**src/rtl/board_double_buffer_pkg.sv**
```systemverilog
// Shared definitions for the board double buffer.
//   WORD_SIZE    : cells per memory word
//   LOG_MAX_ADDR : word address width
//   MAX_ADDR     : words per bank
//   DROP_CNT_W   : width of the dropped-frame counter
//   dbuf_state_t : swap/clear FSM states
package board_double_buffer_pkg;
  localparam int WORD_SIZE    = 8;
  localparam int LOG_MAX_ADDR = 4;
  localparam int MAX_ADDR     = 16;
  localparam int DROP_CNT_W   = 8;

  typedef enum logic [2:0] {
    ST_CLEAR,
    ST_IDLE,
    ST_ARM,
    ST_RUN,
    ST_PENDING
  } dbuf_state_t;
endpackage

```
**src/rtl/board_double_buffer_bank.sv**
```systemverilog
// One board bank: MAX_ADDR x WORD_SIZE array.
//   clk          : clock
//   we/waddr/wdata : write port, commits on the clock edge
//   raddr/rdata  : combinational read port
//   qaddr/qdata  : registered read port (one-cycle latency)
module board_bank #(
  parameter int WORD_SIZE    = 8,
  parameter int LOG_MAX_ADDR = 4,
  parameter int MAX_ADDR     = 16
) (
  input  logic                    clk,
  input  logic                    we,
  input  logic [LOG_MAX_ADDR-1:0] waddr,
  input  logic [WORD_SIZE-1:0]    wdata,
  input  logic [LOG_MAX_ADDR-1:0] raddr,
  output logic [WORD_SIZE-1:0]    rdata,
  input  logic [LOG_MAX_ADDR-1:0] qaddr,
  output logic [WORD_SIZE-1:0]    qdata
);
  logic [WORD_SIZE-1:0] mem [MAX_ADDR];

  always_ff @(posedge clk) begin
    if (we) mem[waddr] <= wdata;
    qdata <= mem[qaddr];
  end

  assign rdata = mem[raddr];
endmodule

```
**src/rtl/board_double_buffer.sv**
```systemverilog
// Two-bank board store between life_logic and the display scanner.
//   clk_in/rst_n_in       : clock, async active-low reset
//   addr_r_in/data_r_out  : logic-side combinational read of the front bank
//   addr_w_in/data_w_in/wr_en_in : logic-side write into the back bank
//   logic_done_in         : generation-complete level from life_logic
//   start_out             : one-cycle generation start pulse
//   disp_addr_in/disp_data_out : display registered read of the front bank
//   frame_in              : start-of-vblank pulse; swaps happen here
//   front_sel_out         : index of the front bank
//   busy_out              : high while both banks are being cleared
//   drop_cnt_out          : saturating count of frames that came too early
module board_double_buffer
  import board_double_buffer_pkg::*;
#(
  parameter int WORD_SIZE    = board_double_buffer_pkg::WORD_SIZE,
  parameter int LOG_MAX_ADDR = board_double_buffer_pkg::LOG_MAX_ADDR,
  parameter int MAX_ADDR     = board_double_buffer_pkg::MAX_ADDR
) (
  input  logic                    clk_in,
  input  logic                    rst_n_in,
  input  logic [LOG_MAX_ADDR-1:0] addr_r_in,
  output logic [WORD_SIZE-1:0]    data_r_out,
  input  logic [LOG_MAX_ADDR-1:0] addr_w_in,
  input  logic [WORD_SIZE-1:0]    data_w_in,
  input  logic                    wr_en_in,
  input  logic                    logic_done_in,
  output logic                    start_out,
  input  logic [LOG_MAX_ADDR-1:0] disp_addr_in,
  output logic [WORD_SIZE-1:0]    disp_data_out,
  input  logic                    frame_in,
  output logic                    front_sel_out,
  output logic                    busy_out,
  output logic [DROP_CNT_W-1:0]   drop_cnt_out
);
  localparam logic [LOG_MAX_ADDR-1:0] LAST_ADDR = LOG_MAX_ADDR'(MAX_ADDR - 1);

  dbuf_state_t                   state;
  logic [LOG_MAX_ADDR-1:0]       clr_cnt;
  logic                          clearing, swap, drop;
  logic [1:0]                    we;
  logic [LOG_MAX_ADDR-1:0]       waddr;
  logic [WORD_SIZE-1:0]          wdata;
  logic [1:0][WORD_SIZE-1:0]     rdata, qdata;
  logic                          disp_sel_q, disp_zero_q;

  assign clearing = (state == ST_CLEAR);
  // A done level in RUN together with frame is treated as PENDING+frame.
  assign swap  = frame_in & ((state == ST_PENDING) | ((state == ST_RUN) & logic_done_in));
  assign drop  = frame_in & ((state == ST_ARM) | ((state == ST_RUN) & ~logic_done_in));
  assign start_out = swap | (frame_in & (state == ST_IDLE));
  assign busy_out  = clearing;

  // Clear writes zero into both banks; otherwise only the back bank is writable.
  assign waddr = clearing ? clr_cnt : addr_w_in;
  assign wdata = clearing ? '0 : data_w_in;

  for (genvar b = 0; b < 2; b++) begin : g_bank
    assign we[b] = clearing | (wr_en_in & (front_sel_out != 1'(b)));
    board_bank #(
      .WORD_SIZE   (WORD_SIZE),
      .LOG_MAX_ADDR(LOG_MAX_ADDR),
      .MAX_ADDR    (MAX_ADDR)
    ) u_bank (
      .clk  (clk_in),
      .we   (we[b]),
      .waddr(waddr),
      .wdata(wdata),
      .raddr(addr_r_in),
      .rdata(rdata[b]),
      .qaddr(disp_addr_in),
      .qdata(qdata[b])
    );
  end

  assign data_r_out = rdata[front_sel_out];
  // Bank select and clear-force are registered alongside the bank read so the
  // display word always comes from the bank that was front at the read edge.
  assign disp_data_out = disp_zero_q ? '0 : qdata[disp_sel_q];

  always_ff @(posedge clk_in or negedge rst_n_in) begin
    if (!rst_n_in) begin
      state         <= ST_CLEAR;
      clr_cnt       <= '0;
      front_sel_out <= 1'b0;
      drop_cnt_out  <= '0;
      disp_sel_q    <= 1'b0;
      disp_zero_q   <= 1'b1;
    end else begin
      disp_sel_q  <= front_sel_out;
      disp_zero_q <= clearing;
      if (drop && drop_cnt_out != '1) drop_cnt_out <= drop_cnt_out + DROP_CNT_W'(1);
      if (swap) front_sel_out <= ~front_sel_out;
      case (state)
        ST_CLEAR: begin
          clr_cnt <= clr_cnt + LOG_MAX_ADDR'(1);
          if (clr_cnt == LAST_ADDR) begin
            clr_cnt <= '0;
            state   <= ST_IDLE;
          end
        end
        ST_IDLE:    if (frame_in) state <= ST_ARM;
        // Ignore the done level life_logic still holds from the last generation.
        ST_ARM:     if (!logic_done_in) state <= ST_RUN;
        ST_RUN:     if (logic_done_in) state <= frame_in ? ST_ARM : ST_PENDING;
        ST_PENDING: if (frame_in) state <= ST_ARM;
        default:    state <= ST_CLEAR;
      endcase
    end
  end
endmodule

```
**config.mk**
```make
export PLATFORM = sky130hd
export DESIGN_NAME = board_double_buffer
export DESIGN_NICKNAME = d
export VERILOG_FILES = /design/src/rtl/board_double_buffer_pkg.sv /design/src/rtl/board_double_buffer_bank.sv /design/src/rtl/board_double_buffer.sv
export SDC_FILE = /design/constraint.sdc
export NUM_CORES = 1
export LEC_CHECK = 0
export BUFFER_PORTS_ARGS = -buffer_cell sky130_fd_sc_hd__buf_2
export CAP_MARGIN = 15
export CORE_UTILIZATION = 38
export CTS_CLUSTER_DIAMETER = 50
export DETAILED_ROUTE_END_ITERATION = 8
export GPL_TIMING_DRIVEN = 1
export SYNTH_ARGS = -nofsm -noshare
export SYNTH_HDL_FRONTEND = slang
export SYNTH_HIERARCHICAL = 1
export SYNTH_SLANG_ARGS = --single-unit
```
**constraint.sdc**
```tcl
create_clock -name clk_in -period 7.2 [get_ports clk_in]
set_clock_uncertainty 0.15 [all_clocks]
set_input_delay 2.16 -clock clk_in [delete_from_list [all_inputs] [get_ports clk_in]]
set_output_delay 2.16 -clock clk_in [all_outputs]
set_load 0.01 [all_outputs]
```
[After elaboration in Yosys (flattened, before gate mapping)]
Memories as Yosys holds them, arrays and structs flattened. A register that Yosys moved wholly into a read port is not among the register bits.
Index checks and enable logic that the tools add are counted.
Storage, ports and cells
  register bits: 18
  latch bits: 0
  RAM bits: 256
  memory bits (read-only): 0
  input bits: 25
  memories kept: 2
Cells by class
  add/subtract/negate cells: 2
  $mul: 0
  div/mod/pow operators: 0
  magnitude comparators: 2
  equal/unequal tests: 10
  shifts and indexed selects: 0
  mux-type cells: 18
  bitwise gates (word level): 14
  reductions and logical operators: 4
Memories
  g_bank[0].u_bank.mem: depth 16, bits a word 8, read ports 2, clocked after Yosys merged registers in 1, write ports 1, line board_double_buffer_bank.sv:20  | logic [WORD_SIZE-1:0] mem [MAX_ADDR];
  g_bank[1].u_bank.mem: depth 16, bits a word 8, read ports 2, clocked after Yosys merged registers in 1, write ports 1, line board_double_buffer_bank.sv:20
Operators with widths (number)
  two-way mux 8 bit: 6
  two-way mux 3 bit: 5
  case mux 3 bit (4 select lines): 1
  adder 8 x 1 -> 8 bit (second input constant): 1
  two-way mux 4 bit: 2
  != test 8 bit (second input constant): 1
  AND 1 bit: 7
  == test 3 x 2 -> 1 bit (second input constant): 2
  OR 1 bit: 5
  adder 4 x 1 -> 4 bit (second input constant): 1
  == test 4 bit (second input constant): 1
  less-than comparator 1 x 2 -> 1 bit (second input constant): 2
  two-way mux 1 bit: 4
  != test 2 x 1 -> 1 bit (second input constant): 2
  != test 2 bit (second input constant): 2
  AND reduction 4 bit: 1
  == test 3 x 1 -> 1 bit (second input constant): 1
  == test 3 bit (second input constant): 1
  logical NOT 3 bit: 1
  NOT 1 bit: 2
  OR reduction 2 bit: 1
  logical AND 1 bit: 1

[Logic depth before layout (Yosys ltp)]
  depth after elaboration: 5
  depth in mapped cells: 7
  depth with buffers taken out: 6

[Modules after synthesis]
Netlist, hierarchy kept.
Modules (own cells, without submodules)
  board_bank: times used 2, cells each 299, area each 6185.9 µm², seq. area each 4003.8 µm²
  board_double_buffer: times used 1, cells each 135, area each 1193.6 µm², seq. area each 451.7 µm²

[Worst setup path before layout]
OpenSTA, ideal clock, no wires.
  path type: input -> output
  from: input port addr_r_in[0]
  to: output port data_r_out[1]
  arrival time: 3.471 ns
  data required time: 4.890 ns
  setup slack: 1.419 ns
  cell stages on the path: 6
  buffers on the path: 2
  cells stage by stage: buf_6 -> buf_6 -> mux4_1 -> a22oi_1 -> nand2_1 -> mux2_2
RTL lines
  start: declaration: line board_double_buffer.sv:21  | input logic [LOG_MAX_ADDR-1:0] addr_r_in,
  end: declaration: line board_double_buffer.sv:22  | output logic [WORD_SIZE-1:0] data_r_out,

==> summary.txt <==
Final setup viols: 0
Synth Flop Type: edfxtp_1
worst hold-check path type: flop to flop
vias in the first global route: 7572
Worst-Skew Late Latency: 0.51 ns
1st-iter DRT viols: 709
Crit Path Category: input port to output port
Synthesized Nets: 760
Critical Path End Type: output port
Reg area: 0.00846 mm²
Worst-path clk slew: 0.05 ns
Ant. Diodes: 0
smallest setup slack after layout: 0.587 ns
hold path start: state[2]
Leak: 5.33 nW
Netlist Area Pre-Place: 0.0136 mm²
setup TNS: 0 ns
Multi-input gate area: 0.00474 mm²
sequential area share after synthesis: 0.624
r2r endpoint: g_bank[1].u_bank/mem[10][1]
Post-synth ARST share: 0.0621
fillers: 2992
CP required: 4.89 ns
global-route wire length before repair: 49200 µm
actual slew at the worst max-slew pin: 1.10 ns
share of cells above drive strength 1: 0.265
R2R setup slack: 3.65 ns
Hold Path Depth: 1
initial antenna violation count: 0
row count: 68
Core Area: 0.0348 mm²
first-pass detailed-route iteration total: 5
GP Congestion: 0.776
DRT antenna net count: 0
GRT overflow: 0
reg2reg path depth: 6
Post-Synthesis Cells: 733
Final #Nets: 825
Num Clock Sinks: 290
H-tree depth: 2
height of the die: 191 µm
CP max FO: 31
part of the cycle the worst path needs: 0.918
worst IR drop on VDD: 226 µV
Worst R2R Start: state[0]
design area: 0.0154 mm²
hold_buf cts: 0
Placed Area: 0.0142 mm²
most frequent cells in the layout: 256 x edfxtp_1, 68 x mux4_2, 64 x a22oi_1, 62 x nand2_1, 56 x mux4_1
commonest non-fill, non-tap cell in the layout: edfxtp_1
CTS Buffer Depth: 3
Final Max Slew Viols: 0
synth warn: 6
Seq cells post-synth: 290
Area growth, synth to finish: 13.6%
final WL: 33400 µm
Pwr Density: 331 mW/mm²
Worst EP arrival: 4.30 ns
Power, Total: 0.00511 W
TritonCTS clock tree: done
Worst setup SP type: input port
# IOs: 52
IO Port Bufs: 51
Starting Density: 0.390
Post-synth EDFFs: 256
post-DP HPWL: 20900 µm
Fin. Hold Viols: 0
post-CTS setup buffer count: 0
# DRC: 0
Finished Core Util: 0.443
Post-CTS Resized: 0
largest net degree at the start of global routing: 65
DR vias: 7518
total CTS buffers: 35
RSZ-0062 raised after global routing: no
post-layout minimum cycle time: 6.61 ns
dpl ws: 0.590 ns
Max Clock Freq: 151 MHz
Hold EP: state[0]
Max-slew headroom: 0.262
Yosys cell types: 45
routed vias/inst: 5.88
all-layer global routing usage: 0.187
max cap viols: 0
clock root buffer: clkbuf_16
Syn Area/Cell: 18.5 µm²
die width: 191 µm
DR WL/cell: 26.2 µm
area of the die: 0.0365 mm²
outcome: finished, final reports clean
==> cell type report <==
cell class / count / area share
flip-flops and latches: 290 / 0.549
clock inverters: 16 / 0.0111
well taps: 455 / 0.0369
inverters: 3 / 0.000812
multi-input cells: 395 / 0.308
clock buffers: 47 / 0.0625
repair buffers: 73 / 0.0320
==> kinds of logic after synthesis <==
group | synth area share
fa+ha+maj | 0.00184
compound gates | 0.0402
mux | 0.245
flops | 0.624
xor+xnor | 0.00323
buf+inv | 0.0280
simple gates | 0.0577
==> synthesized netlist by cell type, drive strengths merged (3+ instances only) <==
cell / instances / area share
and2b: 5 / 0.0030
o21ai: 6 / 0.0022
nand3: 6 / 0.0031
edfxtp: 256 / 0.57
nand2b: 4 / 0.0018
xor2: 3 / 0.0019
nand2: 62 / 0.017
nor3: 10 / 0.0037
mux4: 128 / 0.23
clkdlybuf4s25: 12 / 0.0089
and2: 12 / 0.0055
nand4: 3 / 0.0014
buf: 32 / 0.018
dfxtp: 16 / 0.024
nor2b: 7 / 0.0032
mux2: 12 / 0.010
dfrtp: 17 / 0.031
nor2: 44 / 0.012
mux2i: 9 / 0.0066
a22oi: 64 / 0.035
nand3b: 4 / 0.0022
==> critical path, stage by stage <==
cell     delay [ns]
buf_4          0.23
buf_12         0.29
mux4_1         0.59
a22oi_1        0.36
nand2_1        0.13
mux2_2         0.34
buf_2          0.15
==> report_power, final <==
part	switching, W	leakage (nW)	total (W)	internal (W)
clock	0.000678	0.549	0.00173	0.00105
sequential	0.000138	2.69	0.00233	0.00219
combinational	0.000658	2.09	0.00104	0.000386
==> registers in the layout, summed over array words and instances (netlist names) <==
| register | cells |
|---|---|
| g_bank.u_bank/qdata | 16 |
| g_bank.u_bank/mem | 256 |
| front_sel_out | 1 |
| clr_cnt | 4 |
| disp_zero_q | 1 |
| drop_cnt_out | 8 |
| disp_sel_q | 1 |
| state | 3 |
==> worst max path at each step <==
stage / start / to / slack [ns] / depth (start not counted)
2_1_floorplan: addr_r_in[0] / data_r_out[1] / 1.42 / 6
3_3_place_gp: addr_r_in[0] / data_r_out[1] / 0.58 / 7
3_5_place_dp: addr_r_in[0] / data_r_out[1] / 0.59 / 7
4_1_cts: addr_r_in[0] / data_r_out[1] / 0.58 / 7
5_1_grt: addr_r_in[0] / data_r_out[1] / 0.42 / 7
6_report: addr_r_in[0] / data_r_out[1] / 0.59 / 7
==> routing by layer <==
layer,share of wire,track usage,up-vias,routed length (µm)
met1,0.44,0.274,3937,14700
met4,0.018,0.0431,0,606
li1,-,-,3224,-
met3,0.088,0.0426,49,2940
met2,0.46,0.283,308,15200
met5,0,0,-,0
==> through the flow <==
step                      hold WS [ns]  cells
after floorplan                  0.295    733
after CTS                        0.345   1275
after detailed placement         0.334   1212
after global routing             0.360   1279
after global placement           0.329   1212
final                            0.343   1279
Note: power is estimated with default switching activity, not from simulation.
